**config.mk**
```make
export PLATFORM = sky130hd
export DESIGN_NAME = vend_controller
export DESIGN_NICKNAME = d
export VERILOG_FILES = /design/src/rtl/vend_controller_pkg.sv /design/src/rtl/vend_controller_edge.sv /design/src/rtl/vend_controller.sv
export SDC_FILE = /design/constraint.sdc
export NUM_CORES = 1
export LEC_CHECK = 0
export ABC_CLOCK_PERIOD_IN_PS = 6000
export CORE_UTILIZATION = 40
export CTS_BUF_LIST = sky130_fd_sc_hd__clkbuf_8
export CTS_CLUSTER_SIZE = 25
export DETAILED_ROUTE_END_ITERATION = 10
export SLEW_MARGIN = 20
export SYNTH_ARGS = -nofsm -noshare
export SYNTH_HDL_FRONTEND = slang
export SYNTH_SLANG_ARGS = --single-unit
export TNS_END_PERCENT = 20
```
**constraint.sdc**
```tcl
create_clock -name clk -period 6 [get_ports clk]
set_clock_uncertainty 0.05 [all_clocks]
set_input_delay 0.9 -clock clk [delete_from_list [all_inputs] [get_ports clk]]
set_output_delay 0.9 -clock clk [all_outputs]
set_load 0.02 [all_outputs]
```
**src/rtl/vend_controller_pkg.sv**
```systemverilog
// Shared encodings for the vending controller: FSM states, coin values, selector codes.
// Latency: none (declarations only).
// Backpressure: none (declarations only).
package vend_controller_pkg;

  typedef enum logic [1:0] {
    VS_IDLE    = 2'd0,
    VS_COLLECT = 2'd1,
    VS_VEND    = 2'd2,
    VS_CHANGE  = 2'd3
  } vend_state_t;

  localparam int COIN5  = 5;
  localparam int COIN10 = 10;

  localparam logic [1:0] SEL_NONE = 2'b00;
  localparam logic [1:0] SEL_A    = 2'b01;
  localparam logic [1:0] SEL_B    = 2'b10;

endpackage

```
**src/rtl/vend_controller_edge.sv**
```systemverilog
// Turns coin-acceptor levels into single-cycle rise pulses against last cycle's sample.
// Latency: pulse is combinational in the cycle the level first goes high.
// Backpressure: none; a level held high produces exactly one pulse.
module coin_edge_detect (
  input  logic clk,
  input  logic reset,
  input  logic in5,
  input  logic in10,
  output logic p5,
  output logic p10
);

  logic hist5;
  logic hist10;

  // Remember the previous-cycle coin levels; cleared on reset.
  always_ff @(posedge clk) begin
    if (!reset) begin
      hist5  <= 1'b0;
      hist10 <= 1'b0;
    end else begin
      hist5  <= in5;
      hist10 <= in10;
    end
  end

  assign p5  = in5  & ~hist5;
  assign p10 = in10 & ~hist10;

endmodule

```
**src/rtl/vend_controller.sv**
```systemverilog
// Credit-tracking vend sequencer: counts coins, vends A/B, pulses door, refunds change in 5s.
// Latency: coin -> credit next cycle; sel -> door next cycle; first change5 three cycles after sel.
// Backpressure: coins arriving while busy, on cancel/vend, or overflowing credit pulse reject.
module vend_controller
  import vend_controller_pkg::*;
#(
  parameter int CREDIT_W   = 6,
  parameter int PRICE_A    = 15,
  parameter int PRICE_B    = 20,
  parameter int MAX_CREDIT = 35
) (
  input  logic                clk,
  input  logic                reset,
  input  logic                in5,
  input  logic                in10,
  input  logic [1:0]          sel,
  input  logic                cancel,
  output logic                door,
  output logic                change5,
  output logic                reject,
  output logic [CREDIT_W-1:0] credit,
  output logic                busy
);

  localparam logic [CREDIT_W-1:0] C5    = CREDIT_W'(COIN5);
  localparam logic [CREDIT_W-1:0] C10   = CREDIT_W'(COIN10);
  localparam logic [CREDIT_W-1:0] PA    = CREDIT_W'(PRICE_A);
  localparam logic [CREDIT_W-1:0] PB    = CREDIT_W'(PRICE_B);
  localparam logic [CREDIT_W:0]   LIMIT = (CREDIT_W+1)'(MAX_CREDIT);

  logic                p5;
  logic                p10;
  vend_state_t         state;
  logic [CREDIT_W-1:0] coin_val;
  logic [CREDIT_W-1:0] price;
  logic [CREDIT_W:0]   sum;
  logic                coin;
  logic                fits;
  logic                sel_ok;

  coin_edge_detect u_edge (
    .clk   (clk),
    .reset (reset),
    .in5   (in5),
    .in10  (in10),
    .p5    (p5),
    .p10   (p10)
  );

  // Decode this cycle's coin value (both at once is one 15-unit coin) and the selected price.
  always_comb begin
    coin_val = '0;
    price    = '0;
    sel_ok   = 1'b0;
    if (p5 && p10)  coin_val = C5 + C10;
    else if (p10)   coin_val = C10;
    else if (p5)    coin_val = C5;
    coin = p5 | p10;
    sum  = {1'b0, credit} + {1'b0, coin_val};
    fits = (sum <= LIMIT);
    case (sel)
      SEL_A: begin price = PA; sel_ok = 1'b1; end
      SEL_B: begin price = PB; sel_ok = 1'b1; end
      default: begin price = '0; sel_ok = 1'b0; end
    endcase
  end

  // Sequencer and credit register; every output is a registered pulse or level.
  always_ff @(posedge clk) begin
    if (!reset) begin
      state   <= VS_IDLE;
      credit  <= '0;
      door    <= 1'b0;
      change5 <= 1'b0;
      reject  <= 1'b0;
      busy    <= 1'b0;
    end else begin
      door    <= 1'b0;
      change5 <= 1'b0;
      reject  <= 1'b0;
      case (state)
        VS_IDLE: begin
          if (coin) begin
            if (fits) begin
              credit <= sum[CREDIT_W-1:0];
              state  <= VS_COLLECT;
            end else begin
              reject <= 1'b1;
            end
          end
        end
        VS_COLLECT: begin
          if (cancel) begin
            // Refund everything; a coin in the same cycle is refused.
            state  <= VS_CHANGE;
            busy   <= 1'b1;
            reject <= coin;
          end else if (sel_ok && credit >= price) begin
            state  <= VS_VEND;
            door   <= 1'b1;
            credit <= credit - price;
            busy   <= 1'b1;
            reject <= coin;
          end else if (coin) begin
            if (fits) credit <= sum[CREDIT_W-1:0];
            else      reject <= 1'b1;
          end
        end
        VS_VEND: begin
          reject <= coin;
          if (credit != '0) begin
            state <= VS_CHANGE;
          end else begin
            state <= VS_IDLE;
            busy  <= 1'b0;
          end
        end
        VS_CHANGE: begin
          reject <= coin;
          if (credit != '0) begin
            change5 <= 1'b1;
            credit  <= credit - C5;
          end else begin
            state <= VS_IDLE;
            busy  <= 1'b0;
          end
        end
      endcase
    end
  end

endmodule

```
After elaboration in Yosys (flattened, before gate mapping)
Cells that the tools add are included.
- input bits: 7
- register bits: 14
- logic and storage cells: 74
- bitwise gates (word level): 7
- $add $sub $neg: 3
- multiplexer cells: 29
- $lt $le $gt $ge: 2
- equality and inequality tests: 12
- reductions and logical operators: 13
- operator list (kind ; count):
    6-bit 2-to-1 mux ; 5
    6-bit one-hot mux with 3 select lines ; 1
    2-bit 2-to-1 mux ; 6
    2-bit inequality test, second input constant ; 6
    1-bit 2-to-1 mux ; 10
    5-bit one-hot mux with 2 select lines ; 1
    4-bit 2-to-1 mux ; 2
    2-bit one-hot mux with 4 select lines ; 1
    6-bit by 6-bit adder with 7-bit output ; 1
    7-bit by 6-bit less-or-equal comparator with 1-bit output, second input constant ; 1
    2-bit == test, second input constant ; 3
    6-bit greater-or-equal comparator ; 1
    3-bit AND reduction ; 2
    6-bit nonzero test ; 1
    6-bit by 3-bit subtractor with 6-bit output, second input constant ; 1
    6-bit subtractor ; 1
    2-bit by 1-bit == test with 1-bit output, second input constant ; 2
    1-bit inverter ; 4
    4-bit AND reduction ; 1
    2-bit OR reduction ; 2
    3-bit 2-to-1 mux ; 1
    3-bit inequality test, second input constant ; 1
    1-bit one-hot mux with 3 select lines ; 1
    3-bit nonzero test ; 1
    other kinds (8) ; 10

Longest topological paths before layout
Gate-level depths: netlist of the first run.
- depth after elaboration: 12
- depth in mapped cells: 10
- mapped depth without buffers: 10

Modules after synthesis
Synthesis of the first run repeated with hierarchy kept, for this count alone.
- cells, all modules: 184
- area total of the unflattened synthesis: 1440.1 um^2
- modules (own cells, without submodules) (module ; instances ; area each (um^2) ; seq. area each (um^2) ; cells an instance):
    vend_controller ; 1 ; 1360.1 ; 240.2 ; 178
    coin_edge_detect ; 1 ; 80.1 ; 40.0 ; 6

Worst setup path before layout of the first run
No wires, ideal clock.
- kind: input-to-reg
- from: input sel[1]
- to: register credit[1]
- setup slack: 2.996 ns
- required time: 5.864 ns
- stages: 10
- arrival: 2.868 ns
- path through: inv_1 -> ha_1 -> ha_1 -> fa_1 -> nand2b_1 -> a211oi_2 -> o31ai_2 -> o221ai_2 -> o221ai_1 -> a211oi_1
- word-level cells in the longest chain between the ends: 7
- RTL lines (item ; RTL line ; RTL):
    start: declaration ; vend_controller.sv:16 ; input logic [1:0] sel,
    2-bit == test or 2-bit by 1-bit == test with 1-bit output (tied branches) ; vend_controller.sv:61 ; case (sel)
    5-bit one-hot mux with 2 select lines or 2-bit OR reduction (tied branches) ; - ;
    6-bit greater-or-equal comparator or 1-bit 2-to-1 mux (tied branches) ; vend_controller.sv:98, vend_controller.sv:61 ;
    1-bit logical AND ; vend_controller.sv:98 ; end else if (sel_ok && credit >= price) begin
    6-bit 2-to-1 mux (*) ; vend_controller.sv:98 ;
    6-bit 2-to-1 mux (*) ; vend_controller.sv:93 ; if (cancel) begin
    6-bit one-hot mux with 3 select lines (*) ; vend_controller.sv:81 ; case (state)
    end signal: assignment ; vend_controller.sv:85 ; credit <= sum[CREDIT_W-1:0];
    end signal: assignment ; vend_controller.sv:101 ; credit <= credit - price;
    end signal: assignment ; vend_controller.sv:105 ; if (fits) credit <= sum[CREDIT_W-1:0];
    end: declaration ; vend_controller.sv:21 ; output logic [CREDIT_W-1:0] credit,
Every way passes the cells marked *; elsewhere a longest branch is shown, timed or not. The select of a mux whose other input is x is not followed.
A chain may end at the register's enable or synchronous reset.

Final worst setup path of the first run
Same ends and word-level chain as after synthesis.

==> reports/metrics.csv, run 1 <==
stage,metric,value,unit
synthesis,yosys_most_used_dff,dfxtp_1,
final_layout,multi_input_comb_area,1120,sq um
floorplanning,rows,21,
final_layout,layout.area.seq,280,sq um
synthesis,ys_ff_latch,14,
synthesis,netlist_area,1480,sq um
clocking,hold_buffers,0,
final_layout,syn_to_final_growth,15.3,%
sta,worst_pin_slew,0.810,ns
floorplanning,coreArea,3440,sq um
power_and_ir_drop,ir_worst_vdd,0.214,mV
clocking,htreeDepth,1,
final_layout,stdcell_count,243,
final_layout,layout-drive-gt1-share,8.12,%
detailed_routing,wl_per_cell,15.8,microns
floorplanning,die-height,62.9,microns
final_layout,finalNetCount,221,
clocking,path_clk_slew,0.06,ns
final_layout,finish.utilization,49.7,%
clocking,cts_buffer_depth,2,
detailed_routing,vias,1480,
global_route,grt.overflow.total,0,
synthesis,synth_edf_count,0,
setup_path,worstPathRequired,6.11,ns
sta,maxSlewViolCount,0,
global_route,grt_pass1_vias,1396,
synthesis,synthArstFlopShare,0,%
synthesis,syn_avg_cell_area,8.02,sq um
clocking,numCtsBuffers,3,
synthesis,synth.distinct_cells,53,
sta,hold-worst-slack,0.432,ns
detailed_routing,ant_nets,0,
global_route,grt_max_degree,26,
detailed_routing,drt-initial-drc-count,155,
sta,rsz0062_at_grt,false,
synthesis,yosys.area_share.simple,22.2,%
synthesis,ys_warn_count,0,
setup_path,crit_path_max_fanout,6,
clocking,cts_tree,done,
power_and_ir_drop,power_density,490,nW/um^2
sta,relSlewSlack,45.8,%
floorplanning,start_util,43.1,%
status,status,completed,
synthesis,syn_inst,185,
sta,fin_tns_setup,0,ns
placement,dp_cells,240,
run,max_cap_violations,0,
synthesis,synth_compound_area_share,36.4,%
placement,port_buffers,16,
clocking,ctsResizeCount,0,
synthesis,ys_seq_area_share,18.9,%
synthesis,synthXorXnorAreaFrac,3.46,%
detailed_routing,drc,0,
detailed_routing,totalWireLength,3830,microns
placement,place_hpwl,2980,microns
final_layout,antenna_cells,0,
synthesis,synth_top_family_by_area,compound AO/OA/AOI/OAI gates,
setup_path,endpoint_kind,flop,
clocking,post-cts-setup-buffer-count,0,
setup_path,path_class,in -> reg,
power_and_ir_drop,p_leak,0.666,nW
sta,hold_viol_final,0,
final_layout,fill_cells,339,
sta,period_share,59.2,%
clocking,root_buffer,clkbuf_8,
floorplanning,io_pins,17,
setup_path,start_kind,primary input,
detailed_routing,first_pass_iters,4,
synthesis,synth_adder_area_share,13.7,%
sta,setup_viol,0,
global_route,track_usage,20.1,%
detailed_routing,via_per_inst,6.09,
floorplanning,die-area,3960,sq um
global_route,grt_pass1_wl,6470,microns
synthesis,synth_fp_nets,207,
global_route,antenna_found_initial,0,
sta,clock.fmax,282,MHz
clocking,clk_latency,0.24,ns
setup_path,arrival,3.66,ns
floorplanning,die_w,62.9,microns
worst_hold_path,hold_class,reg -> reg,
placement,gp_congestion,0.872,
sta,period_minus_slack,3.55,ns
clocking,clock-sinks,14,
synthesis,synthMuxAreaShare,0,%
area by class of cell:
class / count / share of cell area [%]
inverters: 13 / 2.85
repair buffers: 16 / 9.36
clock buffers: 3 / 2.41
multi-input cells: 151 / 65.6
flip-flops and latches: 14 / 16.4
well taps: 46 / 3.36
cells in the final DEF, fill, tap and decap left out, types with 2 or more instances in the layout:
| cell type | n |
|---|---|
| o31ai_1 | 2 |
| clkdlybuf4s50_1 | 16 |
| nand3b_1 | 2 |
| o2111ai_1 | 5 |
| nor3b_1 | 3 |
| o211ai_1 | 6 |
| xor2_1 | 2 |
| nand3_1 | 4 |
| nor2b_1 | 7 |
| inv_1 | 13 |
| o221ai_1 | 6 |
| nand4_1 | 5 |
| fa_1 | 2 |
| nor2_1 | 11 |
| o21ai_0 | 9 |
| nor3_1 | 6 |
| a21oi_1 | 14 |
| nand2_1 | 10 |
| xnor2_1 | 2 |
| and3_1 | 3 |
| clkbuf_8 | 3 |
| and2_1 | 2 |
| dfxtp_1 | 14 |
| ha_1 | 13 |
| a21o_1 | 4 |
| o21a_1 | 6 |
final timing paths:
path	startpoint	endpoint	slack, ns	depth (start not counted)
worst max-delay path	sel[1]	credit[1]$_SDFFE_PN0P_	2.45	11
worst min-delay path	busy$_SDFFE_PN0P_	busy$_SDFFE_PN0P_	0.43	2
worst max register to register	credit[0]$_SDFFE_PN0P_	credit[1]$_SDFFE_PN0P_	3.25	9
worst min register to register	busy$_SDFFE_PN0P_	busy$_SDFFE_PN0P_	0.43	2
cells by family after synthesis:
family	Yosys count
flops	14
compound gates	70
simple gates	61
xor+xnor	5
fa+ha+maj	15
buf+inv	20
worst max-delay path, stage by stage:
cell and delay [ns]:
clkdlybuf4s50_1 0.48, inv_1 0.05, ha_1 0.22, ha_1 0.23, fa_1 0.42, nand2b_1 0.19, a211oi_2 0.36, o31ai_2 0.20
o221ai_2 0.26, o221ai_1 0.13, a211oi_1 0.22
sequential cells by signal, indices dropped and copies added, names as in the netlist:
| name | count |
|---|---|
| reject | 1 |
| u_edge.hist10 | 1 |
| change5 | 1 |
| u_edge.hist5 | 1 |
| busy | 1 |
| credit | 6 |
| state | 2 |
| door | 1 |
through the flow:
stage / cell area, sq um / worst slack, ns / power [mW]
3_5_place_dp: 1670 / 2.21 / 0.758
5_1_grt: 1710 / 2.29 / 0.911
3_3_place_gp: 1670 / 2.20 / 0.747
6_report: 1710 / 2.45 / 0.839
4_1_cts: 1710 / 2.45 / 0.839
2_1_floorplan: 1480 / 3.00 / 0.605
cells in the mapped netlist, types with 2 or more instances:
cell	number	area share, %
fa_1	2	2.7
nand4_1	5	2.1
buf_2	4	1.3
xor2_1	2	1.2
nor3b_1	3	1.5
xnor2_1	2	1.2
and2_1	2	0.84
nand3_1	4	1.3
o2111ai_1	5	3.0
a21oi_1	14	4.7
nand2_1	10	2.5
nand3b_1	2	1.0
a21o_1	4	2.0
clkbuf_1	3	0.76
nor2b_1	7	3.0
inv_1	13	3.3
dfxtp_1	14	19
ha_1	13	11
and3_1	3	1.3
o31ai_1	2	1.0
o221ai_1	6	3.5
nor3_1	6	2.0
o211ai_1	6	3.0
nor2_1	11	2.8
o21a_1	6	3.0
o21ai_0	9	3.0
routing by layer:
layer / track usage, % / vias to the layer above / routed length (microns)
met2: 35.3 / 40 / 1870
met4: 2.03 / 0 / 12
met3: 4.01 / 2 / 196
li1: - / 738 / -
met5: 0 / - / 0
met1: 25.8 / 700 / 1760
power by group:
part           leakage [nW]  total, mW  internal [mW]  switching [mW]
sequential            0.116      0.190          0.122          0.0680
clock                0.0216     0.0768         0.0444          0.0325
combinational         0.529      0.572          0.244           0.328
total                 0.666      0.839          0.411           0.429
(Power assumes the default switching activity.)
==> inputs of run 2 (changes only) <==
Settings changed: ABC_CLOCK_PERIOD_IN_PS 6000 to 3000.
Clock period 6 ns to 3 ns, I/O delays scaled along.
==> run 2 against run 1 <==
  * Register-to-register slack got worse by 2.8 ns
  * Die area unchanged
  * Sequential share of layout area decreased by 2.0 points
  * Clock power increased by 110%
  * Clock-buffer cell count unchanged
  * Critical endpoint is now credit[2]$_SDFFE_PN0P_
==> reports/metrics.csv, run 2 (synthesized netlist as in run 1, its figures left out) <==
stage,metric,value,unit,change
detailed_routing,drt-initial-drc-count,159,,was 155
placement,place_hpwl,3140,microns,was 2980 microns
sta,setup_slack,0.126,ns,was 2.45 ns
floorplanning,start_util,43.1,%,unchanged
sta,hold-worst-slack,0.435,ns,was 0.432 ns
clocking,root_buffer,clkbuf_8,,unchanged
final_layout,final_cell_mix,"buf_4 (22), clkdlybuf4s50_1 (16), a21oi_1 (14), dfxtp_1 (14)",,"was clkdlybuf4s50_1 (16), a21oi_1 (14), dfxtp_1 (14)"
placement,gp_congestion,0.877,,was 0.872
power_and_ir_drop,power_density,989,nW/um^2,was 490 nW/um^2
setup_path,arrival,3.00,ns,was 3.66 ns
power_and_ir_drop,switchingPower,0.950,mW,was 0.429 mW
worst_hold_path,min_to,busy$_SDFFE_PN0P_,,unchanged
global_route,grt.overflow.total,0,,unchanged
sta,period_minus_slack,2.87,ns,
power_and_ir_drop,p_sw_share,49.1,%,was 51.1%
floorplanning,io_pins,17,,unchanged
detailed_routing,vias,1563,,was 1480
final_layout,largest_reg_flops,6,,unchanged
clocking,cts_buffer_depth,2,,unchanged
final_layout,stdcell_count,266,,was 243
setup_path,crit-reg2reg-launch,credit[0]$_SDFFE_PN0P_,,unchanged
detailed_routing,totalWireLength,4110,microns,was 3830 microns
setup_path,path_class,in -> reg,,unchanged
placement,placed_area,1860,sq um,was 1670 sq um
power_and_ir_drop,power_frac_seq,19.3,%,was 22.7%
final_layout,layout-drive-gt1-share,20.0,%,was 8.12%
worst_hold_path,hold_class,reg -> reg,,unchanged
power_and_ir_drop,clockPowerShare,8.2,%,was 9.2%
global_route,antenna_found_initial,0,,unchanged
final_layout,reg_top3,"credit: 6 flops, state: 2 flops",,unchanged
power_and_ir_drop,p_total,1.93,mW,was 0.839 mW
worst_hold_path,hold_start,busy$_SDFFE_PN0P_,,unchanged
floorplanning,die_w,62.9,microns,unchanged
setup_path,reg2regPathDepth,9,,unchanged
floorplanning,coreArea,3440,sq um,unchanged
sta,fin_tns_setup,0,ns,unchanged
setup_path,crit_path_max_fanout,3,,was 6
power_and_ir_drop,p_leak,0.796,nW,was 0.666 nW
clocking,path_clk_slew,0.06,ns,about the same
detailed_routing,via_per_inst,5.88,,was 6.09
clocking,clock-sinks,14,,unchanged
detailed_routing,first_pass_iters,4,,unchanged
floorplanning,die-area,3960,sq um,unchanged
power_and_ir_drop,internal-power,0.985,mW,was 0.411 mW
placement,dp_cells,263,,was 240
clocking,htreeDepth,1,,unchanged
global_route,track_usage,21.6,%,was 20.1%
floorplanning,die-height,62.9,microns,unchanged
clocking,numCtsBuffers,3,,unchanged
floorplanning,rows,21,,unchanged
sta,clock.fmax,348,MHz,
setup_path,r2r_slack,0.46,ns,was 3.25 ns
worst_hold_path,min_path_cells,2,,unchanged
power_and_ir_drop,p_comb_share,72.5,%,was 68.2%
power_and_ir_drop,ir_worst_vdd,0.435,mV,was 0.214 mV
clocking,hold_buffers,0,,unchanged
setup_path,reg2reg_to,credit[1]$_SDFFE_PN0P_,,unchanged
detailed_routing,drc,0,,unchanged
clocking,clk_latency,0.25,ns,was 0.24 ns
status,status,completed,,unchanged
final_layout,layout_commonest_cell,buf_4,,was clkdlybuf4s50_1
final_layout,antenna_cells,0,,unchanged
clocking,cts_tree,done,,unchanged
detailed_routing,ant_nets,0,,unchanged
final_layout,largest-register,credit,,unchanged
sta,maxSlewViolCount,0,,unchanged
run,max_cap_violations,0,,unchanged
setup_path,worstPathRequired,3.12,ns,was 6.11 ns
final_layout,finalNetCount,244,,was 221
final_layout,syn_to_final_growth,31.8,%,was 15.3%
sta,period_share,95.8,%,
placement,dp_worst_setup_slack,-0.217,ns,was 2.21 ns
global_route,grt_pass1_wl,6850,microns,was 6470 microns
sta,worst_pin_slew,0.670,ns,was 0.810 ns
setup_path,start_kind,primary input,,unchanged
sta,setup_viol,0,,unchanged
global_route,grt_max_degree,15,,was 26
final_layout,final_cell_area,1960,sq um,was 1710 sq um
global_route,grt_pass1_vias,1463,,was 1396
sta,hold_viol_final,0,,unchanged
detailed_routing,wl_per_cell,15.4,microns,was 15.8 microns
setup_path,endpoint_kind,flop,,unchanged
sta,relSlewSlack,55.2,%,was 45.8%
final_layout,finish.utilization,56.8,%,was 49.7%
placement,port_buffers,16,,unchanged
run 2: cell count changes in the layout (fill, tap and decap cells not counted), sizes merged:
cell,before,now
buf,0,23
run 2: worst max path at each step:
stage | start | to | slack (ns) | depth (start not counted)
floorplan | sel[1] | credit[1]$_SDFFE_PN0P_ | 0.45 | 10
global placement | sel[1] | credit[4]$_SDFFE_PN0P_ | -0.20 | 11
detailed placement | sel[1] | credit[4]$_SDFFE_PN0P_ | -0.22 | 11
CTS | sel[1] | credit[4]$_SDFFE_PN0P_ | 0.03 | 11
global route | sel[1] | credit[2]$_SDFFE_PN0P_ | -0.003 | 12
finish | sel[0] | credit[2]$_SDFFE_PN0P_ | 0.13 | 11
run 2: area by class of cell:
| type | count | area (sq um) |
|---|---|---|
| fill | 301 | 1490 |
| multi-input combinational | 151 | 1180 |
| timing repair buffer | 39 | 345 |
| sequential | 14 | 280 |
| tap | 46 | 57.6 |
| inverter | 13 | 48.8 |
| clock buffer | 3 | 41.3 |
run 2: per-layer routing:
layer / share of wire [%] / global-route usage (%) / vias up
met5: 0 / 0 / -
met4: 1.7 / 7.56 / 0
met3: 5.3 / 5.11 / 10
met2: 47 / 33.1 / 49
met1: 46 / 29.2 / 722
li1: - / - / 782
run 2: what timing repair did:
action / 4_1_cts / 5_1_grt
hold endpoints to repair: 0 / 0
buffers inserted: 0 / 0
resized for setup: 0 / 9
endpoints found under the setup margin: 0 / 5
run 2: power groups by stage:
stage               logic, mW  clock network (mW)  registers, mW
CTS                      1.31               0.160          0.371
floorplan               0.841                   0          0.368
finish                   1.40               0.159          0.373
global placement         1.27                   0          0.376
detailed placement       1.30                   0          0.375
global route             1.54               0.171          0.389
run 2: critical path, stage by stage:
cell and delay (ns):
clkdlybuf4s50_1 0.48, inv_1 0.05, ha_1 0.31, ha_1 0.35, nand4_1 0.13, nor3b_2 0.09, buf_4 0.15, o41ai_4 0.43
o2111ai_1 0.16, or3_1 0.32, o211ai_1 0.09
==> inputs of run 3 (changes only) <==
Settings changed: SYNTH_HIERARCHICAL set to 1.
==> run 3 against run 2 <==
  * Hold slack worse by 0.035 ns
  * Maximum frequency down 1.8%
  * Final area is 4.5% higher
  * Wire length is 0.32% lower
  * Critical path type unchanged
  * Critical endpoint unchanged
  * Largest cell class unchanged
  * Highest routed layer unchanged
==> reports/metrics.csv, run 3 <==
stage,metric,value,unit,change
detailed_routing,drc,0,,unchanged
floorplanning,io_pins,17,,unchanged
synthesis,synthArstFlopShare,0,%,unchanged
synthesis,synth_largest_area_cell,dfxtp_1,,unchanged
synthesis,synth_fp_nets,206,,was 207
synthesis,ys_seq_area_share,19.5,%,was 18.9%
final_layout,reg_top3,"credit: 6 flops, state: 2 flops",,unchanged
placement,gp_congestion,0.851,,was 0.877
global_route,track_usage,22.9,%,was 21.6%
power_and_ir_drop,p_leak,0.871,nW,was 0.796 nW
sta,maxSlewViolCount,0,,unchanged
global_route,grt_pass1_wl,6420,microns,was 6850 microns
final_layout,fill_cells,307,,was 301
status,status,completed,,unchanged
placement,place_hpwl,3130,microns,was 3140 microns
setup_path,crit_path_max_fanout,5,,was 3
floorplanning,start_util,42.5,%,was 43.1%
clocking,path_clk_slew,0.06,ns,about the same
sta,hold_viol_final,0,,unchanged
final_layout,syn_to_final_growth,41.9,%,was 31.8%
clocking,cts_tree,done,,unchanged
final_layout,final_cell_mix,"buf_4 (31), inv_1 (15), a21oi_1 (14), nor2_1 (14), dfxtp_1 (14)",,"was buf_4 (22), clkdlybuf4s50_1 (16), a21oi_1 (14), dfxtp_1 (14)"
clocking,root_buffer,clkbuf_8,,unchanged
sta,hold-worst-slack,0.401,ns,was 0.435 ns
clocking,cts_buffer_depth,2,,unchanged
placement,port_buffers,16,,unchanged
clocking,clock-sinks,14,,unchanged
detailed_routing,vias,1562,,was 1563
detailed_routing,first_pass_iters,4,,unchanged
global_route,grt.overflow.total,0,,unchanged
global_route,grt_max_degree,18,,was 15
setup_path,path_class,in -> reg,,unchanged
setup_path,arrival,3.06,ns,was 3.00 ns
synthesis,ys_ff_latch,14,,unchanged
synthesis,synth_area_leaders,"dfxtp_1 (19%), ha_1 (11%), a21oi_1 (5.2%)",,"was dfxtp_1 (19%), ha_1 (11%), a21oi_1 (4.7%)"
synthesis,synth.distinct_cells,48,,was 53
floorplanning,die_w,62,microns,was 62.9 microns
setup_path,start_kind,primary input,,unchanged
sta,clock.fmax,342,MHz,was 348 MHz
synthesis,synth_top_area_share,19.5,%,was 18.9%
synthesis,syn_inst,184,,was 185
detailed_routing,wl_per_cell,14.8,microns,was 15.4 microns
clocking,htreeDepth,1,,unchanged
run,max_cap_violations,0,,unchanged
detailed_routing,via_per_inst,5.66,,was 5.88
setup_path,endpoint_kind,flop,,unchanged
sta,period_minus_slack,2.93,ns,was 2.87 ns
synthesis,yosys_most_used_dff,dfxtp_1,,unchanged
synthesis,syn_avg_cell_area,7.83,sq um,was 8.02 sq um
final_layout,antenna_cells,0,,unchanged
power_and_ir_drop,ir_worst_vdd,0.375,mV,was 0.435 mV
sta,setup_viol,0,,unchanged
floorplanning,coreArea,3390,sq um,was 3440 sq um
global_route,grt_pass1_vias,1458,,was 1463
power_and_ir_drop,p_total,1.82,mW,was 1.93 mW
final_layout,largest_reg_flops,6,,unchanged
synthesis,synthTopCellsByCount,"a21oi_1 (15), inv_1 (15), dfxtp_1 (14), nor2_1 (14), ha_1 (13)",,"was a21oi_1 (14), dfxtp_1 (14), ha_1 (13), inv_1 (13), nor2_1 (11)"
final_layout,largest-register,credit,,unchanged
final_layout,finalNetCount,253,,was 244
sta,worst_pin_slew,0.608,ns,was 0.670 ns
clocking,numCtsBuffers,3,,unchanged
global_route,antenna_found_initial,0,,unchanged
floorplanning,die-area,3840,sq um,was 3960 sq um
setup_path,worstPathRequired,3.13,ns,was 3.12 ns
final_layout,layout_commonest_cell,buf_4,,unchanged
floorplanning,die-height,62,microns,was 62.9 microns
final_layout,layout-drive-gt1-share,27.4,%,was 20.0%
power_and_ir_drop,power_density,891,nW/um^2,was 989 nW/um^2
synthesis,synth_edf_count,0,,unchanged
sta,period_share,97.5,%,was 95.8%
detailed_routing,totalWireLength,4100,microns,was 4110 microns
floorplanning,rows,21,,unchanged
clocking,clk_latency,0.25,ns,about the same
detailed_routing,ant_nets,0,,unchanged
detailed_routing,drt-initial-drc-count,53,,was 159
sta,relSlewSlack,59.4,%,was 55.2%
worst_hold_path,hold_class,in -> reg,,was reg -> reg
synthesis,ys_warn_count,6,,was 0
synthesis,netlist_area,1440,sq um,was 1480 sq um
run 3: worst max-delay path: stages:
cell	delay, ns
clkdlybuf4s50_1	0.48
nor2b_4	0.16
inv_1	0.06
fa_2	0.40
nand2_1	0.10
o21ai_1	0.08
nor3_1	0.23
buf_4	0.17
a311o_1	0.21
a32oi_2	0.08
or4b_4	0.55
o211ai_2	0.08
run 3: power by group:
group,internal (mW),switching [mW],total [mW]
logic,0.645,0.649,1.29
clock network,0.116,0.0675,0.184
registers,0.240,0.105,0.344
run 3: final cells by class:
| cell class | instances | area (sq um) | share of cell area [%] |
|---|---|---|---|
| clock buffers | 4 | 55.1 | 2.69 |
| inverters | 15 | 56.3 | 2.76 |
| multi-input cells | 149 | 1180 | 57.9 |
| flip-flops and latches | 14 | 280 | 13.7 |
| well taps | 46 | 57.6 | 2.82 |
| repair buffers | 48 | 412 | 20.1 |
run 3: metal layers:
metal	routed length, microns	vias up	part of all wire [%]	track usage (%)
met5	0	-	0	0
met4	97	0	2.4	8.57
met3	110	10	2.7	3.31
met2	2070	33	50	41.8
met1	1820	747	44	26.9
li1	-	772	-	-
run 3: path summary, 6_finish.rpt:
kind / startpoint / end / slack, ns / cells past startpoint
hold / removal: in5 / u_edge/hist5$_SDFF_PN0_ / 0.40 / 2
setup / recovery: in10 / credit[2]$_SDFFE_PN0P_ / 0.07 / 12
setup reg to reg: credit[0]$_SDFFE_PN0P_ / credit[2]$_SDFFE_PN0P_ / 0.23 / 11
hold reg to reg: busy$_SDFFE_PN0P_ / busy$_SDFFE_PN0P_ / 0.44 / 2
run 3: kinds of logic (layout without fill, tap and decap cells):
| kind of cell | count (synthesis) | count (layout) | share of synthesized area (%) |
|---|---|---|---|
| XOR/XNOR | 6 | 6 | 3.65 |
| AO/OA/AOI/OAI | 68 | 68 | 34.0 |
| buffers and inverters | 21 | 67 | 5.56 |
| adder cells (fa/ha/maj) | 15 | 15 | 14.1 |
| AND/OR/NAND/NOR | 58 | 58 | 21.9 |
| multiplexers | 2 | 2 | 1.39 |
| flip-flops | 14 | 14 | 19.5 |
run 3: per-stage QoR:
stage               setup slack [ns]  instances  setup TNS (ns)  utilization (%)  area [sq um]
detailed placement            -0.378        270           -2.66             54.9          1860
floorplan                      0.130        184               0                -          1440
CTS                         -0.00229        274        -0.00229             57.0          1930
global placement              -0.406        270           -2.44             54.9          1860
global route                -0.00469        276        -0.00873             60.3          2040
finish                        0.0741        276               0             60.3          2040
run 3: repair_timing:
item,in CTS,in global routing
endpoints found under the setup margin,6,7
pin swaps,2,9
resized for setup,6,23
buffers inserted,0,2
hold buffers,0,0
